<file path="src/rtl/axi_pkg.sv">
// Shared widths, FSM state encoding and command record for the AXI command sequencer.
package axi_pkg;

  localparam int ADDR_W = 4;
  localparam int DATA_W = 8;
  localparam int RESP_W = 4;

  typedef enum logic [1:0] {
    ST_IDLE  = 2'd0,
    ST_ISSUE = 2'd1,
    ST_WAIT  = 2'd2,
    ST_RESP  = 2'd3
  } state_e;

  typedef struct packed {
    logic              write;
    logic [ADDR_W-1:0] addr;
    logic [DATA_W-1:0] wdata;
  } cmd_t;

endpackage

</file>
<file path="src/rtl/axi_cmd_fifo.sv">
// Command FIFO for the sequencer: DEPTH entries (power of two), occupancy count,
// full/empty flags. Push is ignored when full, pop is ignored when empty.
module axi_cmd_fifo
  import axi_pkg::*;
#(
  parameter  int DEPTH = 4,
  localparam int PTR_W = $clog2(DEPTH),
  localparam int CNT_W = PTR_W + 1
) (
  input  logic             clk,
  input  logic             rst,
  input  logic             push_i,
  input  cmd_t             push_data_i,
  input  logic             pop_i,
  output cmd_t             head_o,
  output logic [CNT_W-1:0] count_o,
  output logic             full_o,
  output logic             empty_o
);

  cmd_t             mem_q [DEPTH];
  logic [PTR_W-1:0] wr_ptr_q, wr_ptr_d;
  logic [PTR_W-1:0] rd_ptr_q, rd_ptr_d;
  logic [CNT_W-1:0] count_q, count_d;
  logic             do_push;
  logic             do_pop;

  assign full_o  = (count_q == CNT_W'(DEPTH));
  assign empty_o = (count_q == '0);
  assign do_push = push_i && !full_o;
  assign do_pop  = pop_i && !empty_o;
  assign head_o  = mem_q[rd_ptr_q];
  assign count_o = count_q;

  // Pointers are exactly PTR_W bits wide, so the increment wraps modulo DEPTH.
  always_comb begin
    wr_ptr_d = wr_ptr_q;
    rd_ptr_d = rd_ptr_q;
    count_d  = count_q;
    if (do_push) wr_ptr_d = wr_ptr_q + PTR_W'(1);
    if (do_pop)  rd_ptr_d = rd_ptr_q + PTR_W'(1);
    case ({do_push, do_pop})
      2'b10:   count_d = count_q + CNT_W'(1);
      2'b01:   count_d = count_q - CNT_W'(1);
      default: count_d = count_q;
    endcase
  end

  always_ff @(posedge clk or negedge rst) begin
    if (!rst) begin
      wr_ptr_q <= '0;
      rd_ptr_q <= '0;
      count_q  <= '0;
    end else begin
      wr_ptr_q <= wr_ptr_d;
      rd_ptr_q <= rd_ptr_d;
      count_q  <= count_d;
    end
  end

  always_ff @(posedge clk) begin
    if (do_push) mem_q[wr_ptr_q] <= push_data_i;
  end

endmodule

</file>
<file path="src/rtl/axi_cmd_sequencer.sv">
// Queues host read/write commands and issues them one at a time to an AXI master,
// returning one completion per command. Optional WAIT timeout: AXI_CMD_TIMEOUT_EN.
//
// state    | meaning
// ST_IDLE  | no command in flight; leave when the FIFO holds an entry
// ST_ISSUE | one-cycle read/write pulse for the FIFO head; head popped on exit
// ST_WAIT  | waiting for the matching R or B handshake (or timeout)
// ST_RESP  | completion held on rsp_* until rsp_ready
module axi_cmd_sequencer
  import axi_pkg::*;
#(
  parameter int DEPTH       = 4,
  parameter int TIMEOUT_CYC = 64
) (
  input  logic                     clk,
  input  logic                     rst,
  input  logic                     cmd_valid,
  output logic                     cmd_ready,
  input  logic                     cmd_write,
  input  logic [ADDR_W-1:0]        cmd_addr,
  input  logic [DATA_W-1:0]        cmd_wdata,
  output logic                     read,
  output logic                     write,
  output logic [ADDR_W-1:0]        address_to_read,
  output logic [ADDR_W-1:0]        address_to_write,
  output logic [DATA_W-1:0]        data_to_write,
  input  logic                     R_VALID,
  input  logic                     R_READY,
  input  logic [DATA_W-1:0]        data_read,
  input  logic                     B_VALID,
  input  logic                     B_READY,
  input  logic [RESP_W-1:0]        BRESPONSE,
  output logic                     rsp_valid,
  input  logic                     rsp_ready,
  output logic                     rsp_write,
  output logic [DATA_W-1:0]        rsp_data,
  output logic                     rsp_err,
  output logic [$clog2(DEPTH):0]   fifo_count
);

  state_e            state_q, state_d;
  logic              pend_write_q, pend_write_d;
  logic              rsp_write_q, rsp_write_d;
  logic [DATA_W-1:0] rsp_data_q, rsp_data_d;
  logic              rsp_err_q, rsp_err_d;

  cmd_t              head;
  cmd_t              push_cmd;
  logic              fifo_pop;
  logic              fifo_full;
  logic              fifo_empty;
  logic              in_issue;
  logic              in_resp;

  assign push_cmd = '{write: cmd_write, addr: cmd_addr, wdata: cmd_wdata};
  assign cmd_ready = !fifo_full;

  axi_cmd_fifo #(.DEPTH(DEPTH)) u_fifo (
    .clk         (clk),
    .rst         (rst),
    .push_i      (cmd_valid),
    .push_data_i (push_cmd),
    .pop_i       (fifo_pop),
    .head_o      (head),
    .count_o     (fifo_count),
    .full_o      (fifo_full),
    .empty_o     (fifo_empty)
  );

`ifdef AXI_CMD_TIMEOUT_EN
  localparam int TMO_W = $clog2(TIMEOUT_CYC + 1);
  logic [TMO_W-1:0] tmo_q, tmo_d;
`endif

  always_comb begin
    state_d      = state_q;
    pend_write_d = pend_write_q;
    rsp_write_d  = rsp_write_q;
    rsp_data_d   = rsp_data_q;
    rsp_err_d    = rsp_err_q;
    fifo_pop     = 1'b0;
`ifdef AXI_CMD_TIMEOUT_EN
    tmo_d        = tmo_q;
`endif
    case (state_q)
      ST_IDLE: begin
        if (!fifo_empty) state_d = ST_ISSUE;
      end
      ST_ISSUE: begin
        fifo_pop     = 1'b1;
        pend_write_d = head.write;
        state_d      = ST_WAIT;
`ifdef AXI_CMD_TIMEOUT_EN
        tmo_d        = TMO_W'(TIMEOUT_CYC - 1);
`endif
      end
      ST_WAIT: begin
        // Only the handshake matching the pending command type completes it.
        if (pend_write_q && B_VALID && B_READY) begin
          rsp_write_d = 1'b1;
          rsp_data_d  = '0;
          rsp_err_d   = (BRESPONSE != '0);
          state_d     = ST_RESP;
        end else if (!pend_write_q && R_VALID && R_READY) begin
          rsp_write_d = 1'b0;
          rsp_data_d  = data_read;
          rsp_err_d   = 1'b0;
          state_d     = ST_RESP;
        end
`ifdef AXI_CMD_TIMEOUT_EN
        else if (tmo_q == '0) begin
          rsp_write_d = pend_write_q;
          rsp_data_d  = '0;
          rsp_err_d   = 1'b1;
          state_d     = ST_RESP;
        end else begin
          tmo_d = tmo_q - TMO_W'(1);
        end
`endif
      end
      ST_RESP: begin
        if (rsp_ready) state_d = ST_IDLE;
      end
      default: state_d = ST_IDLE;
    endcase
  end

  always_ff @(posedge clk or negedge rst) begin
    if (!rst) begin
      state_q      <= ST_IDLE;
      pend_write_q <= 1'b0;
      rsp_write_q  <= 1'b0;
      rsp_data_q   <= '0;
      rsp_err_q    <= 1'b0;
    end else begin
      state_q      <= state_d;
      pend_write_q <= pend_write_d;
      rsp_write_q  <= rsp_write_d;
      rsp_data_q   <= rsp_data_d;
      rsp_err_q    <= rsp_err_d;
    end
  end

`ifdef AXI_CMD_TIMEOUT_EN
  always_ff @(posedge clk or negedge rst) begin
    if (!rst) tmo_q <= '0;
    else      tmo_q <= tmo_d;
  end
`endif

  assign in_issue = (state_q == ST_ISSUE);
  assign in_resp  = (state_q == ST_RESP);

  assign read             = in_issue && !head.write;
  assign write            = in_issue &&  head.write;
  assign address_to_read  = read  ? head.addr  : '0;
  assign address_to_write = write ? head.addr  : '0;
  assign data_to_write    = write ? head.wdata : '0;

  assign rsp_valid = in_resp;
  assign rsp_write = in_resp && rsp_write_q;
  assign rsp_data  = in_resp ? rsp_data_q : '0;
  assign rsp_err   = in_resp && rsp_err_q;

endmodule

</file>
<file path="config.mk">
export PLATFORM = sky130hd
export DESIGN_NAME = axi_cmd_sequencer
export DESIGN_NICKNAME = d
export VERILOG_FILES = /design/src/rtl/axi_pkg.sv /design/src/rtl/axi_cmd_fifo.sv /design/src/rtl/axi_cmd_sequencer.sv
export SDC_FILE = /design/constraint.sdc
export NUM_CORES = 1
export LEC_CHECK = 0
export ABC_AREA = 1
export BUFFER_PORTS_ARGS = -buffer_cell sky130_fd_sc_hd__buf_2
export CORE_MARGIN = 1.5
export CORE_UTILIZATION = 25
export DETAILED_ROUTE_END_ITERATION = 7
export GPL_TIMING_DRIVEN = 0
export HOLD_SLACK_MARGIN = 0.15
export SETUP_SLACK_MARGIN = 0.1
export SYNTH_ARGS = -nofsm -noshare
export SYNTH_HDL_FRONTEND = slang
export SYNTH_SLANG_ARGS = --single-unit
</file>
<file path="constraint.sdc">
create_clock -name clk -period 2.9 [get_ports clk]
set_clock_uncertainty 0.15 [all_clocks]
set_input_delay 0.29 -clock clk [delete_from_list [all_inputs] [get_ports clk]]
set_output_delay 0.29 -clock clk [all_outputs]
set_load 0.05 [all_outputs]
</file>
==> run metrics <==
status=complete, no violations; #FFs+latches synth=72; Max Slew Vio Count=0; RSZ-0062 raised after global routing=false; CTS resizes=0; via/cell ratio=4.138; CTS Buffer Depth=2; worst skew pair latency=~0.33 ns; first-pass GRT wire length=11.36 mm; Yosys top cell area share=48.39%; clk sinks=72; vias in the first global route=2,277; setup TNS=0 ns; CTS Buf Count=9; final instance area=4302 sq um; Post-DP Area=3767 sq um; fin crit period=2.275 ns; DR WL/cell=12.87 microns; RePlAce Congestion=0.7578; crit path max fanout=4; via count=2,392; synthesized area=3227 sq um; Mean Syn Cell Area=10.61 sq um; total power draw=0.004701 W; core area=12,620 sq um; worst endpoint required time=3.01 ns; Synth Instances=304; endpoints failing hold=0; Iter 0 DRT Violations=173; Port Buffer Count=65; VDD IR-drop max=roughly 280 uV; die span in y=116.6 microns; Critical Path, Cell by Cell=inv_1 > ha_1 > a21boi_2 > ha_1 > inv_1 > fa_1 > nor2_1 > nor2_1 > nand2_1 > xor2_1; # Max-Cap Violations=0; Root Buffer=clkbuf_16; Clock Pin Slew Worst Setup and Hold Paths=around 0.050 ns; Slew @ Worst Pin=1.296 ns; num ports=66; Starting Density=25.57%; H-tree Lvls=3; antenna viol nets, final=0; count leader, synth=nand2_1; First-pass DRT Iterations=4; leakage=1.943 nW; Post-CTS Setup Inserts=0; YS warnings=0; die area=13,600 sq um; total congestion overflow=0; hold crit path type=primary input to register; drt drc=0; slowest stage cell, crit path=dfrtp_1; Startpoint Class=register; # diodes=0; Commonest cells post-synth=nand2_1 (67), edfxtp_1 (52), nor2_1 (46); layout cell share with drive strength beyond 1=26.35%; largest net degree at the start of global routing=21; Rows=41; Max Clock Freq=439.5 MHz; drt total wl=7.440 mm; fin crit share=78.46%; Slew headroom=13.27%; net count after synthesis=347; Async S/R FF share, synth=between 20% and 30%; Synth-to-Final Area Change=33.31%; EDFF count, synth=52; fin nets=445; sequential cell area fraction in the yosys report=63.90%; largest area contributor in the netlist=edfxtp_1; die width=116.6 microns; CP Capture Type=register; Data arrival, critical path=2.38 ns; final hold slack=about 0.19 ns; fill count=1,292; initial antenna violation count=0; gr usage total=11.35%; hold-fix buffers at CTS=22; DP HPWL=4.863 mm; Main synth FF type=edfxtp_1; synth top area cells=edfxtp_1 (48%), dfrtp_1 (16%), nand2_1 (7.8%), nor2_1 (5.4%), o21ai_0 (4.2%); Unique masters post-synth=28; CP max stage delay=between 0.4 and 0.5 ns; CP Class=register to register; TritonCTS clock tree=built; Power Dens Cells=~1100 nW/um^2; final setup vio count=0
## routing by layer
metal,up-vias,wire length (microns),global-route usage (%)
met5,-,0,0
li1,1197,-,-
met1,1128,3193,13.92
met4,0,157,5.462
met3,12,289,2.906
met2,55,3800,18.75
## critical path, delay by kind of cell, from the launching register on
kind                       cells  cell delay [ns]
adders and majority gates      3             0.82
AOI/OAI and AO/OA              1             0.29
xor gates and xnor gates       1             0.13
DFF                            1             0.42
buffers and inverters          2             0.16
and+or+nand+nor                3             0.21
## sequential cells by signal (all words and copies together) (netlist names)
name and cells:
rsp_err_q 1, u_fifo.rd_ptr_q 2, u_fifo.mem_q 52, state_q 2, rsp_data_q 8, u_fifo.wr_ptr_q 2, pend_write_q 1, rsp_write_q 1
u_fifo.count_o 3
## cell families after synthesis
kind of cell | count (synthesis) | synth area share, %
adder cells (fa/ha/maj) | 10 | 4.110
XOR/XNOR | 4 | 1.086
flip-flops | 72 | 63.90
AND/OR/NAND/NOR | 139 | 18.22
AO/OA/AOI/OAI | 39 | 6.785
buffers and inverters | 40 | 5.894
## per-stage QoR
stage	worst slack (ns)	std cells	utilization, %
floorplan	0.3112	304	-
global placement	0.5645	541	29.85
detailed placement	0.5342	541	29.85
CTS	0.5266	578	34.07
global route	0.3569	578	34.09
finish	0.6248	578	34.09
## placed cells by master (no fill, tap or decap), drive strengths merged
| cell | count |
|---|---|
| buf | 74 |
| nand2 | 69 |
| edfxtp | 52 |
| nor2 | 50 |
| o21ai | 28 |
| inv | 28 |
| dlygate4sd3 | 22 |
| dfrtp | 20 |
| nand3 | 17 |
| clkbuf | 13 |
| ha | 9 |
| a21oi | 9 |
| xor2 | 3 |
| clkinv | 3 |
| nand4 | 2 |
| bufinv | 2 |
| a21boi | 1 |
| xnor2 | 1 |
| or2 | 1 |
| a21o | 1 |
| fa | 1 |
## worst paths after layout
check                              start                 to  slack (ns)  cells after the start
setup / recovery              state_q[1]  u_fifo.count_o[2]        0.62                     10
hold / removal                 rsp_ready         state_q[0]        0.19                      5
setup reg to reg              state_q[1]  u_fifo.count_o[2]        0.62                     10
hold reg to reg            rsp_data_q[1]      rsp_data_q[1]        0.34                      2
max in group asynchronous            rst  u_fifo.count_o[0]        1.96                      2
min in group asynchronous            rst        rsp_write_q        0.30                      2
## layout make-up
class	count	area, sq um	share of cell area [%]
Buffer	12	85.08	1.978
Clock buffer	10	229.0	5.323
Tap cell	172	215.2	5.003
Inverter	28	105.1	2.443
Timing Repair Buffer	87	545.5	12.68
Clock inverter	5	82.58	1.920
Multi-Input combinational cell	192	977.2	22.72
Sequential cell	72	2062	47.93
## report_power, final
| part | internal, W | leakage [nW] | total [W] | switching [W] |
|---|---|---|---|---|
| Clock | 0.000749 | 0.153 | 0.00116 | 0.000406 |
| Sequential | 0.00141 | 0.723 | 0.00155 | 0.000135 |
| Combinational | 0.000569 | 1.07 | 0.00200 | 0.00143 |
No activity file was read; power rests on OpenSTA's default activity.
